<file path="config.mk">
export PLATFORM = sky130hd
export DESIGN_NAME = mux_scan_ctrl
export DESIGN_NICKNAME = d
export VERILOG_FILES = /design/src/rtl/mux_scan_ctrl.sv
export SDC_FILE = /design/constraint.sdc
export NUM_CORES = 1
export LEC_CHECK = 0
export BUFFER_PORTS_ARGS = -buffer_cell sky130_fd_sc_hd__clkbuf_2
export CAP_MARGIN = 20
export CELL_PAD_IN_SITES_DETAIL_PLACEMENT = 0
export CELL_PAD_IN_SITES_GLOBAL_PLACEMENT = 1
export CORE_AREA = 2 2 40 49
export DETAILED_ROUTE_END_ITERATION = 6
export DIE_AREA = 0 0 42 51
export GPL_TIMING_DRIVEN = 0
export PLACE_DENSITY = 0.76
export SLEW_MARGIN = 0
export SYNTH_ARGS = -nofsm -noshare
export SYNTH_HDL_FRONTEND = slang
export SYNTH_SLANG_ARGS = --single-unit
</file>
<file path="constraint.sdc">
create_clock -name clk -period 1.9 [get_ports clk]
set_input_delay 0.19 -clock clk [delete_from_list [all_inputs] [get_ports clk]]
set_output_delay 0.19 -clock clk [all_outputs]
set_load 0.05 [all_outputs]
</file>
<file path="src/rtl/mux_scan_ctrl.sv">
// mux_scan_ctrl
//   Select sequencer and sampler for a shared 4:1 mux. Steps the mux select
//   through inputs 0..3, holding each for DIV clocks, samples the mux output
//   in the last cycle of each slot and presents the four samples as one
//   parallel word with a one-cycle valid strobe.
//
// Parameters
//   DIV    clock cycles per select slot (1..255)
//
// Ports
//   clk    in   system clock, rising edge
//   clr    in   asynchronous active-high reset
//   start  in   request one scan of all four mux inputs
//   y_in   in   mux output (depends combinationally on s)
//   s      out  [1:0] registered mux select
//   q      out  [3:0] captured word, q[i] = y_in seen while s == i
//   valid  out  one-cycle strobe, q updated on this edge
//   busy   out  scan in progress
//
// Build option
//   MUX_SCAN_CONT_EN  when defined, the block scans continuously from the
//                     first edge after reset release and ignores start.
module mux_scan_ctrl #(
  parameter int DIV = 4
) (
  input  logic       clk,
  input  logic       clr,
  input  logic       start,
  input  logic       y_in,
  output logic [1:0] s,
  output logic [3:0] q,
  output logic       valid,
  output logic       busy
);

  localparam int CW = (DIV > 1) ? $clog2(DIV) : 1;
  localparam logic [CW-1:0] CNT_LOAD = CW'(DIV - 1);

  typedef enum logic {IDLE = 1'b0, SCAN = 1'b1} state_t;

  state_t          state, state_nxt;
  logic [CW-1:0]   cnt, cnt_nxt;
  logic [1:0]      s_nxt;
  logic [2:0]      sh, sh_nxt;
  logic [3:0]      q_nxt;
  logic            valid_nxt;
  logic            go;
  logic            wrap;

`ifdef MUX_SCAN_CONT_EN
  // start has no effect in continuous mode; the scan restarts on its own.
  assign go   = start | 1'b1;
  assign wrap = 1'b1;
`else
  assign go   = start;
  assign wrap = 1'b0;
`endif

  // State and datapath registers
  always_ff @(posedge clk or posedge clr) begin
    if (clr) begin
      state <= IDLE;
      s     <= 2'd0;
      cnt   <= '0;
      sh    <= 3'd0;
      q     <= 4'd0;
      valid <= 1'b0;
    end else begin
      state <= state_nxt;
      s     <= s_nxt;
      cnt   <= cnt_nxt;
      sh    <= sh_nxt;
      q     <= q_nxt;
      valid <= valid_nxt;
    end
  end

  // Next-state logic
  always_comb begin
    state_nxt = state;
    s_nxt     = s;
    cnt_nxt   = cnt;
    sh_nxt    = sh;
    q_nxt     = q;
    valid_nxt = 1'b0;
    case (state)
      IDLE: begin
        s_nxt = 2'd0;
        if (go) begin
          state_nxt = SCAN;
          cnt_nxt   = CNT_LOAD;
        end
      end
      SCAN: begin
        if (cnt != '0) begin
          cnt_nxt = cnt - CW'(1);
        end else if (s != 2'd3) begin
          // Last cycle of slot s: the mux has settled, take the sample.
          sh_nxt[s] = y_in;
          s_nxt     = s + 2'd1;
          cnt_nxt   = CNT_LOAD;
        end else begin
          q_nxt     = {y_in, sh};
          valid_nxt = 1'b1;
          s_nxt     = 2'd0;
          if (wrap) begin
            cnt_nxt = CNT_LOAD;
          end else begin
            state_nxt = IDLE;
          end
        end
      end
      default: state_nxt = IDLE;
    endcase
  end

  // Outputs
  always_comb begin
    busy = (state == SCAN);
  end

endmodule

</file>
# Word-level counts from Yosys, hierarchy flattened
# Index checks and enable logic that the tools add are counted.
[op_classes] addsub=2 magnitude_cmp=2 n_eq_ne=4 mux=17 bitwise=3 n_reduce_logical=5
[ops] cell="$mux W2" n=5
[ops] cell="$pmux W2 S2" n=2
[ops] cell="$mux W1" n=7
[ops] cell="$ne A2 B2 Y1 const B" n=3
[ops] cell="$reduce_and A3 Y1" n=2
[ops] cell="$bwmux W3" n=1
[ops] cell="$lt A2 B3 Y1 const B" n=1
[ops] cell="$ne A3 B1 Y1 const B" n=1
[ops] cell="$not A1 Y1" n=3
[ops] cell="$add A2 B1 Y2 const B" n=1
[ops] cell="$demux W1 S2" n=1
[ops] cell="$ge A2 B1 Y1 const B" n=1
[ops] cell="$pmux W1 S2" n=1
[ops] cell="$reduce_and A2 Y1" n=1
[ops] cell="$reduce_bool A2 Y1" n=1
[ops] cell="$sub A2 B1 Y2 const B" n=1
[ops] cell="$logic_and A1 B1 Y1" n=1
[word_totals] register_bits=13 in_bits=4 output_inout_bits=8 word_cells=39

# Depth between registers and ports, before layout
# Gate-level depths: netlist of the first run.
[logic_depth] ltp_word=5 ltp_mapped=6 ltp_nobuf=4

# Worst setup path before layout of the first run
# Ideal clock, no wire load.
[synth_path] kind="reg-to-reg" from="register s[0]" to="register q[0]" setup_time_ps=125 arrival_ps=1554 t_required_ps=1775 path_slack_ps=221 path_stages_with_launch=5 path_buffers=1 period_less_slack_ps=1679 cell_sequence="dfrtp_1 -> ha_1 -> and3_4 -> buf_6 -> mux2_4"
[synth_between] elab_chain_cells=3
[synth_rtl] element="start: declaration" line_no="30" rtl="output logic [1:0] s,"
[synth_rtl] element="start signal: assignment" line_no="70" rtl="s <= s_nxt;"
[synth_rtl] element="$ne A2 B2 Y1" line_no="97" rtl="end else if (s != 2'd3) begin"
[synth_rtl] element="$not A1 Y1 (no source line)"
[synth_rtl] element="$reduce_and A3 Y1 (no source line)"
[synth_rtl] element="end signal: assignment" line_no="73" rtl="q <= q_nxt;"
[synth_rtl] element="end: declaration" line_no="31" rtl="output logic [3:0] q,"
# Every way passes these cells.
# A chain may end at the register's enable or synchronous reset.

# Worst setup path after layout of the first run
[layout_path] from="register cnt[0]" to="register q[2]"
[layout_between] elab_chain_cells=3
[layout_rtl] element="start: declaration" line_no="42" rtl="logic [CW-1:0] cnt, cnt_nxt;"
[layout_rtl] element="start signal: assignment" line_no="71" rtl="cnt <= cnt_nxt;"
[layout_rtl] element="$reduce_bool A2 Y1" line_no="95" rtl="if (cnt != '0) begin"
[layout_rtl] element="$not A1 Y1 (no source line)"
[layout_rtl] element="$reduce_and A3 Y1 (no source line)"
# Every way passes these cells.

==> flow_metrics.py, run 1 <==
metrics = {
    "critical_path": {
        "r2r_cells": 6,
        "cp.required_ns": 2.06,
        "timing.rr.end": "q[2]",
        "startpoint": "cnt[0]",
        "regToRegSetupSlack_ns": 0.39,
        "crit_path_end": "q[2]",
        "cp.arrival_ns": 1.67,
        "endpoint_kind": "flop",
        "reg2reg_from": "cnt[0]",
        "critPathLaunchType": "flop",
        "path_class": "flop to flop",
        "cp_max_fo": 8,
    },
    "clock_network": {
        "cts_buffers": 3,
        "holdBufCountCts": 1,
        "postCtsSetupRepairBufs": 0,
        "cts_tree": "done",
        "cts.sinks": 13,
        "insertion_delay_ns": 0.27,
        "post_cts_resized": 0,
        "path_clk_slew_ns": 0.08,
        "ctsLongestPathBuffers": 2,
        "cts_max_level": 1,
        "cts_root_buf": "clkbuf_4",
    },
    "timing": {
        "min_period_ns": 1.507,
        "drv_slew": 0,
        "tns_ns": 0,
        "holdWs_ns": 0.1613,
        "clock_skew_ns": 0.002139,
        "tightestPinTransition_ns": 0.5085,
        "fmax_mhz": 663.5,
        "slew_headroom_pct": 66.06,
        "rsz0062_at_grt": "no",
        "setup_viol": 0,
        "finalHoldViolations": 0,
        "fin_crit_sh_pct": 79.32,
    },
    "global_route": {
        "grt_pass1_wl_mm": 1.704,
        "grt_max_degree": 14,
        "gr-total-overflow": 0,
        "grt_antenna_before_repair": 0,
        "grt_pass1_vias": 385,
        "grtUsageTotal_pct": 11.08,
    },
    "cells_and_area": {
        "final_layout_size_suffix_gt1_share_pct": 39.06,
        "diodes": 0,
        "fillers": 164,
        "area_growth_pct": 17.86,
        "final_common_cell": "dfrtp_1",
        "finalNonFillerCells": 83,
        "mostFrequentLayoutCells": "13 x dfrtp_1, 11 x clkbuf_2, 5 x inv_1, 5 x ha_1, 4 x mux2_4",
        "fin_nets": 74,
    },
    "logic_synthesis": {
        "yosysSeqAreaShare_pct": 50.49,
        "ys_seq_elements": 13,
        "synth_area_um2": 644.4,
        "ys_types": 19,
        "synthCells": 48,
        "syn_avg_cell_area_um2": 13.42,
        "synth_nets": 57,
        "ys_warn_count": 0,
    },
    "die": {
        "core_um2": 1723,
        "ios": 12,
        "die_y_um": 51,
        "die_w_um": 42,
        "start_util_pct": 37.40,
        "rows": 17,
        "dieArea_um2": 2142,
    },
    "placed_design": {
        "dp_cells": 78,
        "hpwl_um": 711.8,
        "gp_congestion": 0.6705,
        "portBuffers": 11,
    },
    "route": {
        "routed_wl_um": 970,
        "drt_iter0_markers": 6,
        "ant_nets": 0,
        "num_vias": 391,
        "drc": 0,
        "detail_route.wl_per_cell_um": 11.69,
        "vias_per_cell": 4.711,
        "drtPass1Iterations": 4,
    },
    "outcome": {
        "status": "complete, no violations",
    },
    "run": {
        "drv_cap": 0,
    },
    "hold_path": {
        "hold_class": "primary input to flop",
    },
}
## registers in the layout, indices dropped and copies added (netlist names)
name and cells:
valid 1, q 4, s 2, busy 1, sh 3, cnt 2
## synthesized netlist by cell type, drive strengths merged
cell     n  area share, %
dfrtp   13             50
mux2     7             15
ha       5            9.7
inv      5            2.9
buf      3            4.3
nand4b   3            4.1
nor2     2            1.2
a21boi   1            1.2
a221oi   1            1.4
and2     1           0.97
and3     1            1.7
and4b    1            1.6
mux2i    1            1.6
nor2b    1           0.97
o21bai   1            1.2
o22ai    1           0.97
xor2     1            1.4
## layout make-up
cell class	count	area (µm²)	share of cell area (%)
Tap cell	19	23.77	3.130
Timing Repair Buffer	12	65.06	8.567
Multi-Input combinational cell	27	272.8	35.91
Sequential cell	13	325.3	42.83
Clock buffer	4	26.28	3.460
Inverter	5	18.77	2.471
Buffer	3	27.53	3.624
## cell families (layout without fill, tap and decap cells)
kind of cell | Yosys count | in the layout | share of synthesized area [%]
buf+inv | 8 | 24 | 7.184
xor+xnor | 1 | 1 | 1.359
flops | 13 | 13 | 50.49
compound gates | 4 | 4 | 4.662
mux | 8 | 8 | 16.12
fa+ha+maj | 5 | 5 | 9.709
simple gates | 9 | 9 | 10.49
## stage by stage
step / utilization [%] / instance area (µm²) / worst slack, ns
after floorplan: - / 644.4 / 0.2209
after detailed placement: 41.98 / 723.2 / 0.4034
final: 44.08 / 759.5 / 0.3929
after CTS: 44.08 / 759.5 / 0.3876
after global placement: 41.98 / 723.2 / 0.4177
after global routing: 44.08 / 759.5 / 0.2973
## worst min-delay path by stage
stage / start / endpoint / slack [ns] / cells after the start
finish: start / busy / 0.16 / 3
global route: start / busy / 0.16 / 3
CTS: start / busy / 0.16 / 3
detailed placement: clr / valid / 0.23 / 2
global placement: clr / q[1] / 0.22 / 2
floorplan: clr / busy / 0.07 / 1
## per-layer routing
metal	GRT usage, %	routed length, µm	up-vias
li1	-	-	195
met1	14.00	477	184
met2	15.63	434	10
met3	4.594	50	2
met4	6.452	7	0
met5	0	0	-
## critical path, stage by stage (launching register included)
cell	delay, ns
dfrtp_1	0.38
inv_1	0.07
ha_1	0.13
buf_2	0.18
and3_4	0.20
buf_6	0.13
mux2_4	0.30
Power of run 1 is not shown: default switching activity piles up to over one toggle a cycle in this logic, so the estimate is an artifact.
==> inputs of run 2 (changes only) <==
Clock period 1.9 ns to 1.4 ns, I/O delays scaled along.
==> run 2 against run 1 <==
Against the previous run: register-to-register slack lost 0.36 ns; worst setup slack worse by 0.36 ns; critical path type unchanged; design area up 9.1%; critical path depth is 1 lower.
==> flow_metrics.py, run 2 (synthesized netlist as in run 1, its figures left out) <==
metrics = {
    "global_route": {
        "gr-total-overflow": 0,
        "use_met1_pct": 14.16,
        "grt_antenna_before_repair": 0,
        "top_usage_layer": "met2",
        "grtUsageMet3_pct": 3.180,
        "grt_pass1_wl_mm": 1.766,
        "grt_max_degree": 14,
        "grt_pass1_vias": 403,
        "grtUsageTotal_pct": 11.04,
        "use_met2_pct": 16.41,
    },
    "die": {
        "dieArea_um2": 2142,
        "die_y_um": 51,
        "ios": 12,
        "start_util_pct": 37.40,
        "die_w_um": 42,
        "core_um2": 1723,
        "rows": 17,
    },
    "timing": {
        "min_period_ns": 1.362,
        "tightestPinTransition_ns": 0.4958,
        "slew_headroom_pct": 66.91,
        "fmax_mhz": 734.0,
        "rsz0062_at_grt": "yes",
        "setup_viol": 0,
        "fin_crit_sh_pct": 97.31,
        "holdWs_ns": 0.1483,
        "fin_ws_ns": 0.03767,
        "finalHoldViolations": 0,
        "clock_skew_ns": 0.003214,
        "drv_slew": 0,
    },
    "critical_path": {
        "path_class": "flop to flop",
        "cp_max_fo": 7,
        "reg2reg_from": "cnt[0]",
        "r2r_cells": 5,
        "timing.rr.end": "q[0]",
        "endpoint_kind": "flop",
        "critPathSlowestCell": "dfrtp_1",
        "cp.arrival_ns": 1.51,
        "critPathLaunchType": "flop",
        "cp.required_ns": 1.55,
        "cp_cell_sequence": "inv_2, ha_4, buf_6, and3_4, mux2_4",
        "regToRegSetupSlack_ns": 0.04,
        "cpPeakStageDelay_ns": 0.39,
    },
    "route": {
        "routed_wl_mm": 1.048,
        "drc": 0,
        "num_vias": 413,
        "drt_iter0_markers": 10,
        "drtPass1Iterations": 3,
        "detail_route.wl_per_cell_um": 11.91,
        "vias_per_cell": 4.693,
        "ant_nets": 0,
    },
    "cells_and_area": {
        "largest_register": "q",
        "mostFrequentLayoutCells": "11 x clkbuf_2, 10 x dfrtp_1, 6 x buf_4",
        "fin_nets": 79,
        "reg_top3": "q (4), sh (3)",
        "final_layout_size_suffix_gt1_share_pct": 53.62,
        "fillers": 165,
        "diodes": 0,
        "multi_input_area_um2": 297.8,
        "area_growth_pct": 28.54,
        "largest_reg_flops": 4,
        "final_common_cell": "clkbuf_2",
        "regArea_um2": 329.1,
        "fin_area_um2": 828.3,
    },
    "clock_network": {
        "path_clk_slew_ns": 0.08,
        "cts_buffers": 3,
        "cts_tree": "done",
        "cts_max_level": 1,
        "insertion_delay_ns": 0.27,
        "ctsLongestPathBuffers": 2,
        "cts.sinks": 13,
        "cts_root_buf": "clkbuf_4",
    },
    "placed_design": {
        "place_area_um2": 739.5,
        "gp_congestion": 0.6698,
        "portBuffers": 11,
        "post-place-ws_ns": -0.1015,
        "hpwl_um": 714.2,
    },
    "hold_path": {
        "holdCritStartpoint": "y_in",
        "hold_end": "q[3]",
        "whs_path_depth": 2,
        "hold_class": "primary input to flop",
    },
    "outcome": {
        "status": "complete, no violations",
    },
    "run": {
        "drv_cap": 0,
    },
}
-- run 2: area by class of cell --
class / instances / share of cell area [%]
buffer: 2 / 2.719
multi-input combinational: 27 / 35.95
clock buffer: 4 / 3.172
timing repair buffer: 18 / 13.29
tap: 19 / 2.870
inverter: 5 / 2.266
sequential: 13 / 39.73
-- run 2: how the worst max path moves through the flow --
stage | from | endpoint | slack [ns]
floorplan | s[0] | q[0] | -0.04
CTS | cnt[1] | q[0] | 0.01
detailed placement | cnt[1] | q[0] | -0.10
global placement | cnt[0] | q[2] | -0.09
global route | cnt[0] | q[3] | -0.02
finish | cnt[0] | q[0] | 0.04
-- run 2: per-stage QoR --
| step | util, % | TNS [ns] | cells |
|---|---|---|---|
| after floorplan | - | -0.1709 | 48 |
| after global placement | 42.92 | -0.3400 | 78 |
| after detailed placement | 42.92 | -0.3953 | 78 |
| after CTS | 46.04 | 0 | 85 |
| after global routing | 48.08 | -0.07113 | 88 |
| final | 48.08 | 0 | 88 |
-- run 2: critical path: cells and delay by family, from the launching register on --
family / cells / cell delay [ns]
muxes: 1 / 0.31
DFF: 1 / 0.39
buffers and inverters: 2 / 0.19
and+or+nand+nor: 1 / 0.23
adders and majority gates: 1 / 0.13
-- run 2: what timing repair did --
item	CTS	global route
endpoints found under the setup margin	4	5
cloned	0	0
hold buffers	1	0
endpoints found under the hold margin	13	0
gates resized for setup	2	4
buffers inserted	3	3
-- run 2: metal layers --
metal,routed length (µm),vias up
met2,511,6
met5,0,-
met3,36,2
li1,-,205
met4,13,0
met1,487,200
Power of run 2 is left out for the same reason.
